[src/rtl/wide_add_sequencer_pkg.sv]
// ---------------------------------------------------------------------------
// wide_add_sequencer_pkg
// Shared constants for the word-serial wide adder:
//   WORD_W            - width of one datapath word (the shared adder width)
//   ST_IDLE/RUN/DONE  - controller state encoding
// ---------------------------------------------------------------------------
package wide_add_sequencer_pkg;

  localparam int WORD_W = 32;

  localparam logic [1:0] ST_IDLE = 2'd0;
  localparam logic [1:0] ST_RUN  = 2'd1;
  localparam logic [1:0] ST_DONE = 2'd2;

endpackage

[src/rtl/wide_add_sequencer_rca.sv]
// ---------------------------------------------------------------------------
// wide_add_sequencer_rca
// Purely combinational WORD_W-bit ripple-carry adder shared by every word of
// a wide operation.
// Ports:
//   c_in  - carry into bit 0
//   in1   - first addend word
//   in2   - second addend word
//   sum   - in1 + in2 + c_in (low WORD_W bits)
//   c_out - carry out of the top bit
// ---------------------------------------------------------------------------
module wide_add_sequencer_rca
  import wide_add_sequencer_pkg::*;
(
  output logic              c_out,
  output logic [WORD_W-1:0] sum,
  input  logic              c_in,
  input  logic [WORD_W-1:0] in1,
  input  logic [WORD_W-1:0] in2
);

  // carry[i] is the carry into bit i
  logic [WORD_W:0] carry;

  assign carry[0] = c_in;

  for (genvar gi = 0; gi < WORD_W; gi++) begin : g_fa
    assign sum[gi]     = in1[gi] ^ in2[gi] ^ carry[gi];
    assign carry[gi+1] = (in1[gi] & in2[gi]) | (carry[gi] & (in1[gi] ^ in2[gi]));
  end

  assign c_out = carry[WORD_W];

endmodule

[src/rtl/wide_add_sequencer.sv]
// ---------------------------------------------------------------------------
// wide_add_sequencer
// Performs a NUM_WORDS x 32-bit add or subtract by pushing one word per cycle
// (least-significant first) through a single 32-bit ripple-carry adder, with
// the inter-word carry held in a register.
// Ports:
//   clk, rst_n   - clock, synchronous active-low reset
//   start        - request pulse, only honoured while idle
//   sub          - 0: op_a + op_b + c_in, 1: op_a - op_b
//   c_in         - carry into word 0 (add only)
//   op_a, op_b   - operands, captured when start is accepted
//   busy         - operation in progress (RUN or DONE)
//   done         - one-cycle pulse, result/c_out/ovf valid
//   result       - W-bit sum/difference, held until the next operation
//   c_out        - carry out of the top word (sub: 1 = no borrow)
//   ovf          - signed overflow of the W-bit operation
// ---------------------------------------------------------------------------
module wide_add_sequencer
  import wide_add_sequencer_pkg::*;
#(
  parameter  int NUM_WORDS = 4,
  parameter  int IDX_W     = $clog2(NUM_WORDS),
  localparam int W         = WORD_W * NUM_WORDS
) (
  input  logic         clk,
  input  logic         rst_n,
  input  logic         start,
  input  logic         sub,
  input  logic         c_in,
  input  logic [W-1:0] op_a,
  input  logic [W-1:0] op_b,
  output logic         busy,
  output logic         done,
  output logic [W-1:0] result,
  output logic         c_out,
  output logic         ovf
);

  logic [1:0]       state_q,  state_d;
  logic [IDX_W-1:0] idx_q,    idx_d;
  logic             carry_q,  carry_d;
  logic [W-1:0]     a_q,      a_d;
  logic [W-1:0]     b_q,      b_d;      // already inverted for subtract
  logic [W-1:0]     result_q, result_d;
  logic             c_out_q,  c_out_d;
  logic             ovf_q,    ovf_d;

  // Word views of the captured operands so the adder is fed by idx only
  logic [WORD_W-1:0] a_words [NUM_WORDS];
  logic [WORD_W-1:0] b_words [NUM_WORDS];

  for (genvar gi = 0; gi < NUM_WORDS; gi++) begin : g_words
    assign a_words[gi] = a_q[gi*WORD_W +: WORD_W];
    assign b_words[gi] = b_q[gi*WORD_W +: WORD_W];
  end

  logic [WORD_W-1:0] a_word, b_word, sum_word;
  logic              add_c_out;
  logic              last_word;

  assign a_word    = a_words[idx_q];
  assign b_word    = b_words[idx_q];
  assign last_word = (idx_q == IDX_W'(NUM_WORDS - 1));

  wide_add_sequencer_rca u_rca (
    .c_out (add_c_out),
    .sum   (sum_word),
    .c_in  (carry_q),
    .in1   (a_word),
    .in2   (b_word)
  );

  always_comb begin
    state_d  = state_q;
    idx_d    = idx_q;
    carry_d  = carry_q;
    a_d      = a_q;
    b_d      = b_q;
    result_d = result_q;
    c_out_d  = c_out_q;
    ovf_d    = ovf_q;

    case (state_q)
      ST_IDLE: begin
        if (start) begin
          a_d     = op_a;
          // Subtract is A + ~B + 1, so the inversion and forced carry happen here
          b_d     = sub ? ~op_b : op_b;
          carry_d = sub ? 1'b1 : c_in;
          idx_d   = '0;
          state_d = ST_RUN;
        end
      end

      ST_RUN: begin
        carry_d = add_c_out;
        for (int i = 0; i < NUM_WORDS; i++) begin
          if (idx_q == IDX_W'(i)) begin
            result_d[i*WORD_W +: WORD_W] = sum_word;
          end
        end
        if (last_word) begin
          c_out_d = add_c_out;
          // Operands share a sign but the sum's sign differs
          ovf_d   = (a_word[WORD_W-1] == b_word[WORD_W-1]) &&
                    (sum_word[WORD_W-1] != a_word[WORD_W-1]);
          state_d = ST_DONE;
        end else begin
          idx_d = idx_q + IDX_W'(1);
        end
      end

      ST_DONE: begin
        state_d = ST_IDLE;
      end

      default: begin
        state_d = ST_IDLE;
      end
    endcase
  end

  always_ff @(posedge clk) begin
    if (!rst_n) begin
      state_q  <= ST_IDLE;
      idx_q    <= '0;
      carry_q  <= 1'b0;
      a_q      <= '0;
      b_q      <= '0;
      result_q <= '0;
      c_out_q  <= 1'b0;
      ovf_q    <= 1'b0;
    end else begin
      state_q  <= state_d;
      idx_q    <= idx_d;
      carry_q  <= carry_d;
      a_q      <= a_d;
      b_q      <= b_d;
      result_q <= result_d;
      c_out_q  <= c_out_d;
      ovf_q    <= ovf_d;
    end
  end

  assign busy   = (state_q != ST_IDLE);
  assign done   = (state_q == ST_DONE);
  assign result = result_q;
  assign c_out  = c_out_q;
  assign ovf    = ovf_q;

endmodule

[config.mk]
export PLATFORM = sky130hd
export DESIGN_NAME = wide_add_sequencer
export DESIGN_NICKNAME = d
export VERILOG_FILES = /design/src/rtl/wide_add_sequencer_pkg.sv /design/src/rtl/wide_add_sequencer_rca.sv /design/src/rtl/wide_add_sequencer.sv
export SDC_FILE = /design/constraint.sdc
export NUM_CORES = 1
export LEC_CHECK = 0
export CORE_MARGIN = 2
export CORE_UTILIZATION = 40
export DETAILED_ROUTE_END_ITERATION = 10
export GPL_ROUTABILITY_DRIVEN = 0
export GPL_TIMING_DRIVEN = 0
export PLACE_DENSITY = 0.71
export SETUP_SLACK_MARGIN = 0.5
export SLEW_MARGIN = 0
export SYNTH_ARGS = -nofsm -noshare
export SYNTH_HDL_FRONTEND = slang
export SYNTH_SLANG_ARGS = --single-unit
[constraint.sdc]
create_clock -name clk -period 28.4 [get_ports clk]
set_input_delay 2.84 -clock clk [delete_from_list [all_inputs] [get_ports clk]]
set_output_delay 2.84 -clock clk [all_outputs]
set_load 0.05 [all_outputs]
After elaboration in Yosys (flattened, before gate mapping)
Index checks and enable logic that the tools add are counted.
- bits in registers: 391
- input bits: 261
- logic and storage cells: 214
- $add $sub $neg: 1
- order comparisons: 1
- equality and inequality tests: 10
- multiplexer cells: 16
- bitwise logic cells: 162
- reductions and logical operators: 13
- operators with widths (cell ; number):
    $bmux W32 S2 ; 2
    $mux W128 ; 1
    $mux W32 ; 4
    $not A128 Y128 ; 1
    $and A1 B1 Y1 ; 64
    $xor A1 B1 Y1 ; 64
    $or A1 B1 Y1 ; 32
    $reduce_and A2 Y1 ; 7
    $mux W2 ; 4
    $pmux W2 S2 ; 2
    $eq A2 B2 Y1 const B ; 3
    $ne A2 B2 Y1 const B ; 3
    $eq A2 B1 Y1 const B ; 2
    $logic_not A2 Y1 ; 2
    $reduce_bool A2 Y1 ; 2
    $ge A3 B3 Y1 const B ; 1
    $not A2 Y3 ; 1
    $reduce_and A3 Y1 ; 1
    $add A2 B1 Y2 const B ; 1
    $mux W1 ; 2
    $pmux W1 S2 ; 1
    $eq A1 B1 Y1 ; 1
    $logic_and A1 B1 Y1 ; 1
    $ne A1 B1 Y1 ; 1

Logic depth before layout (Yosys ltp)
Gate-level depths: netlist (run 1).
- depth in word-level cells: 70
- gate-level depth with buffers: 40
- mapped depth without buffers: 39

By module
Synthesis (run 1) repeated with hierarchy kept, for this count alone.
- cells, all modules: 1850
- area total of the unflattened synthesis: 17680.7 um^2
- by module, submodules not included (module ; instances ; cells each ; area each (um^2)):
    wide_add_sequencer ; 1 ; 1808 ; 17002.6
    wide_add_sequencer_rca ; 1 ; 42 ; 678.2

Worst setup path before layout (run 1)
OpenSTA, ideal clock, no wires.
- path kind: register to register
- start point: register idx_q[0]
- end point: register ovf_q, in the netlist ovf
- library setup time: 0.070 ns
- arrival time: 16.028 ns
- data required time: 28.330 ns
- path slack: 12.302 ns
- cell stages (with the launch flop): 41
- path buffers: 1
- path through: dfxtp_1 buf_2 mux4_2 fa_1 fa_1 fa_1 fa_1 fa_1 fa_1 fa_1 fa_1 fa_1 fa_1 fa_1 fa_1 fa_1 fa_1 fa_1 (+5 left out) fa_1 fa_1 fa_1 fa_1 fa_1 fa_1 fa_1 fa_1 fa_1 inv_1 fa_1 inv_1 fa_1 inv_1 fa_1 xor2_1 or3_1 a21boi_1
- word-level cells in the longest chain between the ends: 70
- RTL lines (what ; RTL line ; RTL):
    start: declaration ; wide_add_sequencer.sv:40 ; logic [IDX_W-1:0] idx_q, idx_d;
    start signal: assignment ; wide_add_sequencer.sv:135 ; idx_q <= idx_d;
    $not A2 Y3 (implied by the code) ; wide_add_sequencer.sv:61, wide_add_sequencer.sv:62 ;
    $bmux W32 S2 (on tied branches) ; wide_add_sequencer.sv:61, wide_add_sequencer.sv:62 ;
    $mux W32 (on tied branches) (2 in a row) ; wide_add_sequencer.sv:61, wide_add_sequencer.sv:62 ;
    $xor A1 B1 Y1 ; wide_add_sequencer_rca.sv:29 ; assign carry[gi+1] = (in1[gi] & in2[gi]) | (carry[gi] & (in1[gi] ^ in2[gi]));
    $and A1 B1 Y1 ; wide_add_sequencer_rca.sv:29 ;
    $or A1 B1 Y1 ; wide_add_sequencer_rca.sv:29 ;
    $and A1 B1 Y1 ; wide_add_sequencer_rca.sv:29 ;
    $or A1 B1 Y1 ; wide_add_sequencer_rca.sv:29 ;
    (+53 left out) ; n/a ;
    $or A1 B1 Y1 ; wide_add_sequencer_rca.sv:29 ;
    $and A1 B1 Y1 ; wide_add_sequencer_rca.sv:29 ;
    $or A1 B1 Y1 ; wide_add_sequencer_rca.sv:29 ;
    $and A1 B1 Y1 ; wide_add_sequencer_rca.sv:29 ;
    $or A1 B1 Y1 ; wide_add_sequencer_rca.sv:29 ;
    $xor A1 B1 Y1 ; wide_add_sequencer_rca.sv:28 ; assign sum[gi] = in1[gi] ^ in2[gi] ^ carry[gi];
    $ne A1 B1 Y1 ; wide_add_sequencer.sv:106 ; (sum_word[WORD_W-1] != a_word[WORD_W-1]);
    $logic_and A1 B1 Y1 ; wide_add_sequencer.sv:105 ; ovf_d = (a_word[WORD_W-1] == b_word[WORD_W-1]) &&
    end signal: assignment ; wide_add_sequencer.sv:141 ; ovf_q <= ovf_d;
    end: declaration ; wide_add_sequencer.sv:46 ; logic ovf_q, ovf_d;
Parallel ways exist; a longest one is shown, timed or not. The select of a mux whose other input is x is not followed.
A chain may end at the register's enable or synchronous reset.

Worst setup path after layout (run 1)
- start point: register idx_q[1]
- end point: register ovf_q, in the netlist ovf
Same word-level chain as after synthesis.

==> run summary, run 1 <==
outcome = finished clean
crit path DAT = 17.76 ns
synthesized net count = 2134
Synthesis Warnings = 0
DRT Pass-1 Iters = 5
wire length of the first global-routing pass = 90300 um
Synth Cell Area = 0.0177 mm^2
DRC = 0
die area = 0.0460 mm^2
Synth Area in Adders = 3.97%
hold_buf cts = 0
measured slew at the worst slew-check pin = 0.939 ns
worst stage delay on the critical path = 0.63 ns
Tmin final = 17.26 ns
CTS tree = done
worst hold path type = reg2reg
XOR/XNOR share of the synthesized area = 6.38%
fillers = 3930
Async SR Flop Fraction = 0%
largest net degree at the start of global routing = 14
IO Count = 393
CP required = 28.90 ns
Synth Area per Inst = 9.64 um^2
DR iter-0 viols = 902
Synth Register Bits = 391
MaxCap Viol Count = 0
critical path class = reg2reg
Post-Synth Simple-Gate Area = 14.2%
register area share after synthesis = 44.2%
total gr overflow = 0
clock transition at the registers of the reported paths = 0.06 ns
DR vias = 14900
vias per cell = 5.14
NumNets Final = 2571
Most used DFF post-synth = dfxtp_1
H-tree depth = 2
antenna viol nets, final = 0
clk sinks = 391
Slew HR = 37.4%
Fmax = 0.0579 GHz
Die X = 214 um
Netlist cell types = 25
mux cell area share after synthesis = 8.21%
clk_lat worst skew = 0.58 ns
Worst setup SP type = flop
largest family of logic cells by synthesized area = compound AO/OA/AOI/OAI gates
Final Cell Area = 0.0238 mm^2
maximum VDD drop = 0.0421 mV
Core ar. = 0.0439 mm^2
Post-Place Cell Area = 0.0224 mm^2
CP max-delay cell = clkbuf_1
Clock Skews = 0.0174 ns
gr usage total = 26.0%
Worst Hold Depth = 2
Tcrit/Tclk final = 60.8%
R2R cell count = 40
# Post-CTS Setup Buffers = 0
CP most frequent cell = fa_1
Leak = 0.00977 uW
setup TNS = 0 ns
EDFF count, synth = 0
initial core utilization = 40.3%
Fin. Hold Viols = 0
Total Routed Length = 60800 um
number of antenna violations at the first check in global routing = 8
PostCTS Resize Cnt = 0
cell area power density = 60.5 mW/mm^2
endpoints failing setup = 0
post-DR wirelength/cell = 21.0 um
hpwl dp = 48700 um
CTS Root Cell = clkbuf_16
Die H = 214 um
Final Max Tran Viols = 0
Clock Path Buffers = 3
Fin Hold WS = 0.461 ns
Std-Cell Rows = 77
Critical Path Fanout Max = 10
Synth Area in Compound Gates = 18.5%
vias in the first global route = 15500
RSZ-0062 raised after global routing = false
CTS Buf Count = 44
IO Port Bufs = 391
Worst setup EP type = flop
Gate Count Post-Synth = 1836
Area growth syn-to-layout = 34.6%
share of layout cells above drive strength 1 = 9.51%
==> state kept, by name (all words and copies together), names as in the netlist <==
name	cells
a_q	128
b_q	128
c_out	1
result	128
state_q	2
ovf	1
carry_q	1
idx_q	2
==> worst max-delay path, delay by kind of cell (launching register included) <==
| kind | cells | cell delay [ns] |
|---|---|---|
| AOI/OAI and AO/OA | 1 | 0.13 |
| xor gates and xnor gates | 1 | 0.19 |
| adders and majority gates | 32 | 14.75 |
| buffers and inverters | 4 | 0.86 |
| DFF | 1 | 0.44 |
| muxes | 1 | 0.49 |
| and+or+nand+nor | 1 | 0.31 |
==> cells in the final DEF, fill, tap and decap left out, drive strengths merged <==
master,instances
nand2,641
dfxtp,391
clkdlybuf4s50,391
a21boi,250
o211a,137
clkbuf,133
xnor2,128
buf,82
mux4,64
fa,32
inv,12
clkinv,10
and2,5
ha,5
nor2b,4
bufinv,4
nor2,3
o21ai,3
diode,2
clkinvlp,2
nor3b,2
and3,1
a22oi,1
mux2,1
xor2,1
or3,1
==> worst paths after layout <==
path	end	from	slack, ns
worst min register to register	result[14]$_SDFFE_PN0P_	result[14]$_SDFFE_PN0P_	0.46
worst max register to register	ovf$_SDFFE_PN0P_	idx_q[1]$_SDFFE_PN0P_	11.14
worst max-delay path	ovf$_SDFFE_PN0P_	idx_q[1]$_SDFFE_PN0P_	11.14
worst min-delay path	result[14]$_SDFFE_PN0P_	result[14]$_SDFFE_PN0P_	0.46
==> routing by layer <==
layer | track usage (%) | routed length (um) | vias to the layer above
met2 | 45.8 | 29900 | 527
li1 | - | - | 7027
met5 | 0 | 60 | -
met4 | 9.65 | 1990 | 10
met3 | 4.71 | 3940 | 125
met1 | 31.8 | 24900 | 7205
==> through the flow <==
stage	setup WS, ns	instances	util (%)	power, uW
after floorplan	12.30	1836	-	752
after global placement	11.23	2819	50.9	861
after detailed placement	11.08	2819	50.9	868
after CTS	11.07	2896	54.2	1450
after global routing	10.69	2896	54.2	1490
final	11.14	2898	54.2	1440
==> layout make-up <==
class	instances	area, um^2	share of cell area, %
multi-input cells	1279	9060	38.0
flip-flops and latches	391	7830	32.8
repair buffers	391	3910	16.4
clock buffers	59	1260	5.28
plain buffers	156	773	3.24
well taps	592	741	3.11
clock inverters	18	214	0.898
inverters	10	37.5	0.157
diodes	2	5.00	0.0210
==> cells in the mapped netlist, types with 5 or more instances <==
cell      instances  area, um^2
clkbuf_1         74         278
nand2_1         641        2410
o211a_1         137        1370
inv_1            10        37.5
buf_6            12         135
dfxtp_1         391        7830
xnor2_1         128        1120
a21boi_0        238        1790
and2_1            5        31.3
a21boi_1         12        90.1
buf_2            66         330
fa_1             32         641
ha_1              5        62.6
mux4_2           64        1440
==> kinds of logic after synthesis <==
family,Yosys count
simple gates,657
compound gates,391
flops,391
buf+inv,166
xor+xnor,129
mux,65
fa+ha+maj,37
==> report_power, final <==
group / total [uW] / internal, uW / leakage [uW] / switching, uW
clock network: 583 / 347 / 0.000725 / 235
registers: 601 / 582 / 0.00320 / 19.3
logic: 257 / 115 / 0.00584 / 142
total: 1440 / 1040 / 0.00977 / 396
No activity file was read; power rests on OpenSTA's default activity.
==> inputs of run 2 (changes only) <==
- PLACE_DENSITY: 0.71 -> 0.73
- clock period: 28.4 -> 14.1 ns (I/O delays scaled with it)
==> run 2 against run 1 <==
Net effect:
- power increased by 110%
- final cell count up 0.24%
- utilization is 0.55 points higher
- largest cell class unchanged
- via count increased by 0.44%
- highest routed layer unchanged
==> run summary, run 2 (same netlist as run 1, synthesis figures left out) <==
outcome = finished clean
total gr overflow = 0 (unchanged)
critical path class = reg2reg
worst stage delay on the critical path = 0.56 ns (-0.07 ns)
Tcrit/Tclk final = 98.3% (+38 points)
CP max-delay cell = mux4_2
measured slew at the worst slew-check pin = 0.964 ns (+0.0246 ns)
Area growth syn-to-layout = 36.0%
initial core utilization = 40.3% (unchanged)
Std-Cell Rows = 77 (unchanged)
clk_lat worst skew = 0.57 ns (about the same)
Worst setup EP type = flop
Crit Reg-Reg Startpoint = idx_q[0]$_SDFFE_PN0P_
Die H = 214 um (unchanged)
NumNets Final = 2576 (+0.19%)
CTS Root Cell = clkbuf_16
Post-Place Cell Area = 0.0224 mm^2 (+0.36%)
Die X = 214 um (unchanged)
Final Max Tran Viols = 0 (unchanged)
switching fraction of total power = 26.7% (-0.83 points)
share of layout cells above drive strength 1 = 11.4% (+1.9 points)
IO Count = 393 (unchanged)
commonest non-fill, non-tap cell in the layout = nand2_1
largest net degree at the start of global routing = 14 (unchanged)
dpl cells = 2819 (unchanged)
Clock Skews = 0.0240 ns (+0.00652 ns)
H-tree depth = 2 (unchanged)
die area = 0.0460 mm^2 (unchanged)
antenna viol nets, final = 0 (unchanged)
CTS Buf Count = 43 (-2.3%)
IO Port Bufs = 391 (unchanged)
part of the power in registers = 40.7% (-1.0 points)
DRT Pass-1 Iters = 5 (unchanged)
worst hold path type = reg2reg
number of antenna violations at the first check in global routing = 6 (-2)
hpwl dp = 48900 um (+0.29%)
clock group share of total power = 41.6% (+1.2 points)
commonest non-fill, non-tap cells in the layout = nand2_1 (641), clkdlybuf4s50_1 (391), dfxtp_1 (389)
DR vias = 15000 (+0.44%)
Total Routed Length = 60900 um (about the same)
CP Capture Point = ovf$_SDFFE_PN0P_
Worst setup SP type = flop
Final Non-Filler Cells = 2905 (+0.24%)
Slew HR = 35.8% (-1.6 points)
Leak = 0.00980 uW (+0.31%)
DRC = 0 (unchanged)
CTS tree = done
Comb power frac = 17.7% (-0.2 points)
CP most frequent cell = fa_2
Int Pwr = 2180 uW (+110%)
met3 WL post-DR = 3970 um (+0.63%)
Fin. Hold Viols = 0 (unchanged)
R2R cell count = 40 (unchanged)
Final Cell Area = 0.0241 mm^2 (+1.0%)
WL met1 = 25100 um (+0.45%)
Fin Hold WS = 0.459 ns (-0.00161 ns)
clock transition at the registers of the reported paths = 0.07 ns (about the same)
maximum VDD drop = 0.0637 mV (+51%)
vias per cell = 5.15 (+0.19%)
met2 WL = 29600 um (-1.0%)
Top Layer Used = met5
hold_buf cts = 0 (unchanged)
gr usage total = 26.2% (+0.12 points)
R2R setup slack = 0.24 ns (-10.90 ns)
switching power = 794 uW (+100%)
post-DR wirelength/cell = 21.0 um (-0.18%)
endpoints failing setup = 0 (unchanged)
hold path start = result[16]$_SDFFE_PN0P_
Critical Path Fanout Max = 5 (-5)
RSZ-0062 raised after global routing = true
clk sinks = 391 (unchanged)
Worst R2R End = ovf$_SDFFE_PN0P_
Fmax = 0.0721 GHz (+25%)
Core ar. = 0.0439 mm^2 (unchanged)
wire length of the first global-routing pass = 90900 um (+0.65%)
Clock Path Buffers = 3 (unchanged)
vias in the first global route = 15500 (+0.15%)
Tmin final = 13.86 ns (-3.40 ns)
MaxCap Viol Count = 0 (unchanged)
CP Launch Point = idx_q[0]$_SDFFE_PN0P_
cell area power density = 124 mW/mm^2 (+100%)
DR iter-0 viols = 973 (+7.9%)
crit path DAT = 14.37 ns (-3.39 ns)
Layout Utilization = 54.8% (+0.55 points)
CP required = 14.60 ns (-14.30 ns)
## run 2: cell count changes in the layout (fill, tap and decap cells not counted), sizes merged
cell,delta
inv,-2
diode,+1
bufinv,+4
clkinv,+1
clkbuf,-2
buf,+6
clkinvlp,-1
## run 2: worst min path at each step
stage	slack (ns)	depth (start not counted)	endpoint
CTS	0.46	2	result[23]$_SDFFE_PN0P_
floorplan	0.44	2	a_q[64]$_SDFFE_PN0P_
detailed placement	0.46	2	result[23]$_SDFFE_PN0P_
finish	0.46	2	result[16]$_SDFFE_PN0P_
global route	0.48	2	result[72]$_SDFFE_PN0P_
global placement	0.45	2	a_q[11]$_SDFFE_PN0P_
## run 2: metrics by stage
stage	total power [uW]	setup TNS, ns	setup slack [ns]
final	2980	0	0.238
after CTS	2980	0	0.136
after global routing	3070	-0.0156	-0.0156
after detailed placement	1750	-0.405	-0.389
after global placement	1740	-0.299	-0.299
after floorplan	1520	0	0.549
## run 2: area by class of cell
class	count	area (um^2)
Fill cell	3897	19900
Multi-Input combinational cell	1279	9140
Sequential cell	391	7830
Timing Repair Buffer	397	3960
Clock buffer	57	1250
Buffer	156	798
Tap cell	592	741
Clock inverter	20	307
Inverter	10	37.5
Antenna cell	3	7.51
## run 2: power by group through the flow
stage          clock [uW]  combinational (uW)  sequential [uW]
6_report             1240                 527             1210
5_1_grt              1300                 563             1220
4_1_cts              1250                 526             1210
3_5_place_dp            0                 520             1230
3_3_place_gp            0                 511             1230
2_1_floorplan           0                 266             1250
## run 2: routing by layer
metal / vias to the layer above / GRT usage, %
met5: - / 0
met4: 8 / 10.6
met3: 125 / 4.91
met2: 554 / 45.3
met1: 7219 / 32.0
li1: 7053 / -
## run 2: what timing repair did
action	4_1_cts	5_1_grt
resized for setup	10	0
setup endpoints to repair	11	11
setup buffers	5	1
pin swaps	26	14
## run 2: worst max-delay path, delay by kind of cell, from the launching register on
kind                     cells  cell delay (ns)
AO/OA/AOI/OAI                1             0.11
XOR/XNOR                     1             0.16
adder cells (fa/ha/maj)     32            11.92
buffers and inverters        4             0.33
flip-flops                   1             0.38
multiplexers                 1             0.56
AND/OR/NAND/NOR              1             0.31
==> patch, RTL diff (settings of run 2) <==
Put a register stage on the outputs `busy` and `done`. The values now appear one clock later. The other outputs are not delayed to match. Comments in the files are not updated.
--- a/src/rtl/wide_add_sequencer.sv
+++ b/src/rtl/wide_add_sequencer.sv
@@ -142,8 +142,10 @@
     end
   end
 
-  assign busy   = (state_q != ST_IDLE);
-  assign done   = (state_q == ST_DONE);
+  always_ff @(posedge clk) begin
+    busy <= (state_q != ST_IDLE);
+    done <= (state_q == ST_DONE);
+  end
   assign result = result_q;
   assign c_out  = c_out_q;
   assign ovf    = ovf_q;
Function: changed (Yosys sat finds a counterexample within 4 cycles, from zero or initial values and one cycle with rst_n low).
==> patch against run 2 <==
  * Worst setup slack better by 0.017 ns
  * Sequential cell count grew 2
  * Design area decreased by 0.33%
  * Routed wire length increased by 0.35%
  * Total power fell by 3.0%
  * Via count rose by 0.36%
  * Final cell count is essentially flat
  * Synthesized area up 0.23%
  * First-iteration DRC count decreased by 0.92%
  * Sequential share of layout area up 0.28 points
  * Critical endpoint unchanged
  * Largest cell class unchanged
==> patch: results (changes against run 2) <==
[clocking]
htree_levels=2  ; unchanged
cts_max_path_buffers=3  ; unchanged
numCtsBuffers=42  ; -2.3%

[global_routing]
met2_usage_pct=45.3  ; about the same
use_met3_pct=5.32  ; +0.41 points
grt_first_pass_wirelength_mm=91.3  ; +0.48%
antenna_found_initial=4  ; -2
track_usage_pct=26.2  ; +0.054 points
first_global_vias=15500  ; +0.019%
use_met1_pct=31.8  ; -0.23 points

[final_layout]
fillers=3891  ; -0.15%
post_route_cells_drive_above_1_share_pct=11.2  ; -0.22 points
fin_nets=2577  ; +0.039%
diodes=0  ; -3

[synthesis]
yosysUniqueCellTypes=25  ; unchanged
syn_nets=2136  ; +0.094%
synthTopCellsByCount=nand2_1, dfxtp_1, a21boi_0
synthTopCellsByArea=dfxtp_1, nand2_1, a21boi_0
synth-seq-area-share_pct=44.3  ; +0.13 points

[drt]
met2_length_mm=29.6  ; +0.15%
dr.max_layer_used=met5
dr_total_vias=15000  ; +0.36%
drt_iter0_markers=964  ; -0.92%
met3_length_mm=4.19  ; +5.4%
wire_per_inst_um=21.0  ; +0.42%
wl_met1_mm=24.9  ; -0.61%

[floorplanning]
dieArea_mm2=0.0461  ; +0.22%

[pwr]
seq_power_share_pct=42.1  ; +1.4 points
power.static_leakage_nw=9.76  ; -0.43%
power.switching_mw=0.780  ; -1.7%
irDropWorstVdd_mv=0.0753  ; +18%
comb-power_mw=0.531  ; +0.8%

[setup_path]
worst_ep_arrival_time_ns=14.33  ; -0.04 ns
crit_family=adder cells
critPathMaxFanout=4  ; -1

[place]
postPlaceCellArea_mm2=0.0225  ; +0.18%
place_ws_ns=-0.466  ; -0.0770 ns
hpwlAfterDp_mm=49.3  ; +0.81%
io_buffers=391  ; unchanged

[outcome]
outcome=complete, no violations

[timing]
maxSlewHeadroom_pct=33.6  ; -2.2 points
finalClockSkew_ns=0.0164  ; -0.00760 ns

[hold_path]
hold_class=reg2reg

## patch: changes by cell type after synthesis
cell,run 2,this run
dfxtp_1,391,393
## patch: kinds of logic after synthesis
| kind of cell | share of synthesized area (%) |
|---|---|
| flops | 44.3 |
| simple gates | 14.1 |
| buf+inv | 4.57 |
| mux | 8.19 |
| fa+ha+maj | 3.96 |
| xor+xnor | 6.37 |
| compound gates | 18.4 |
## patch: final cells by class
type | count | area, µm² | share of cell area [%]
buffer | 156 | 798 | 3.33
inverter | 10 | 37.5 | 0.156
sequential | 393 | 7870 | 32.8
tap | 592 | 741 | 3.09
clock buffer | 69 | 1350 | 5.61
multi-input combinational | 1279 | 9150 | 38.1
clock inverter | 7 | 85.1 | 0.355
timing repair buffer | 397 | 3960 | 16.5
## patch: through the flow
step                      TNS [ns]  power [mW]  hold slack (ns)  std cells
after global placement      -0.389        1.75            0.445       2821
final                            0        2.89            0.461       2903
after global routing       -0.0666        2.99            0.479       2903
after detailed placement    -0.544        1.76            0.455       2821
after floorplan                  0        1.53            0.440       1838
after CTS                        0        2.90            0.463       2901
## patch: timing repair
| action | in CTS | in global routing |
|---|---|---|
| hold endpoints to repair | 0 | 0 |
| pin swaps | 35 | 26 |
| endpoints found under the setup margin | 11 | 11 |
| buffers inserted | 4 | 2 |
| resized for setup | 12 | 4 |
## patch: path summary, 6_finish.rpt
path                            cells past startpoint             startpoint              endpoint  slack, ns
worst min-delay path                                2   a_q[37]$_SDFFE_PN0P_  a_q[37]$_SDFFE_PN0P_       0.46
worst min register to register                      2   a_q[37]$_SDFFE_PN0P_  a_q[37]$_SDFFE_PN0P_       0.46
worst max register to register                     40  idx_q[0]$_SDFFE_PN0P_      ovf$_SDFFE_PN0P_       0.26
worst max-delay path                               40  idx_q[0]$_SDFFE_PN0P_      ovf$_SDFFE_PN0P_       0.26
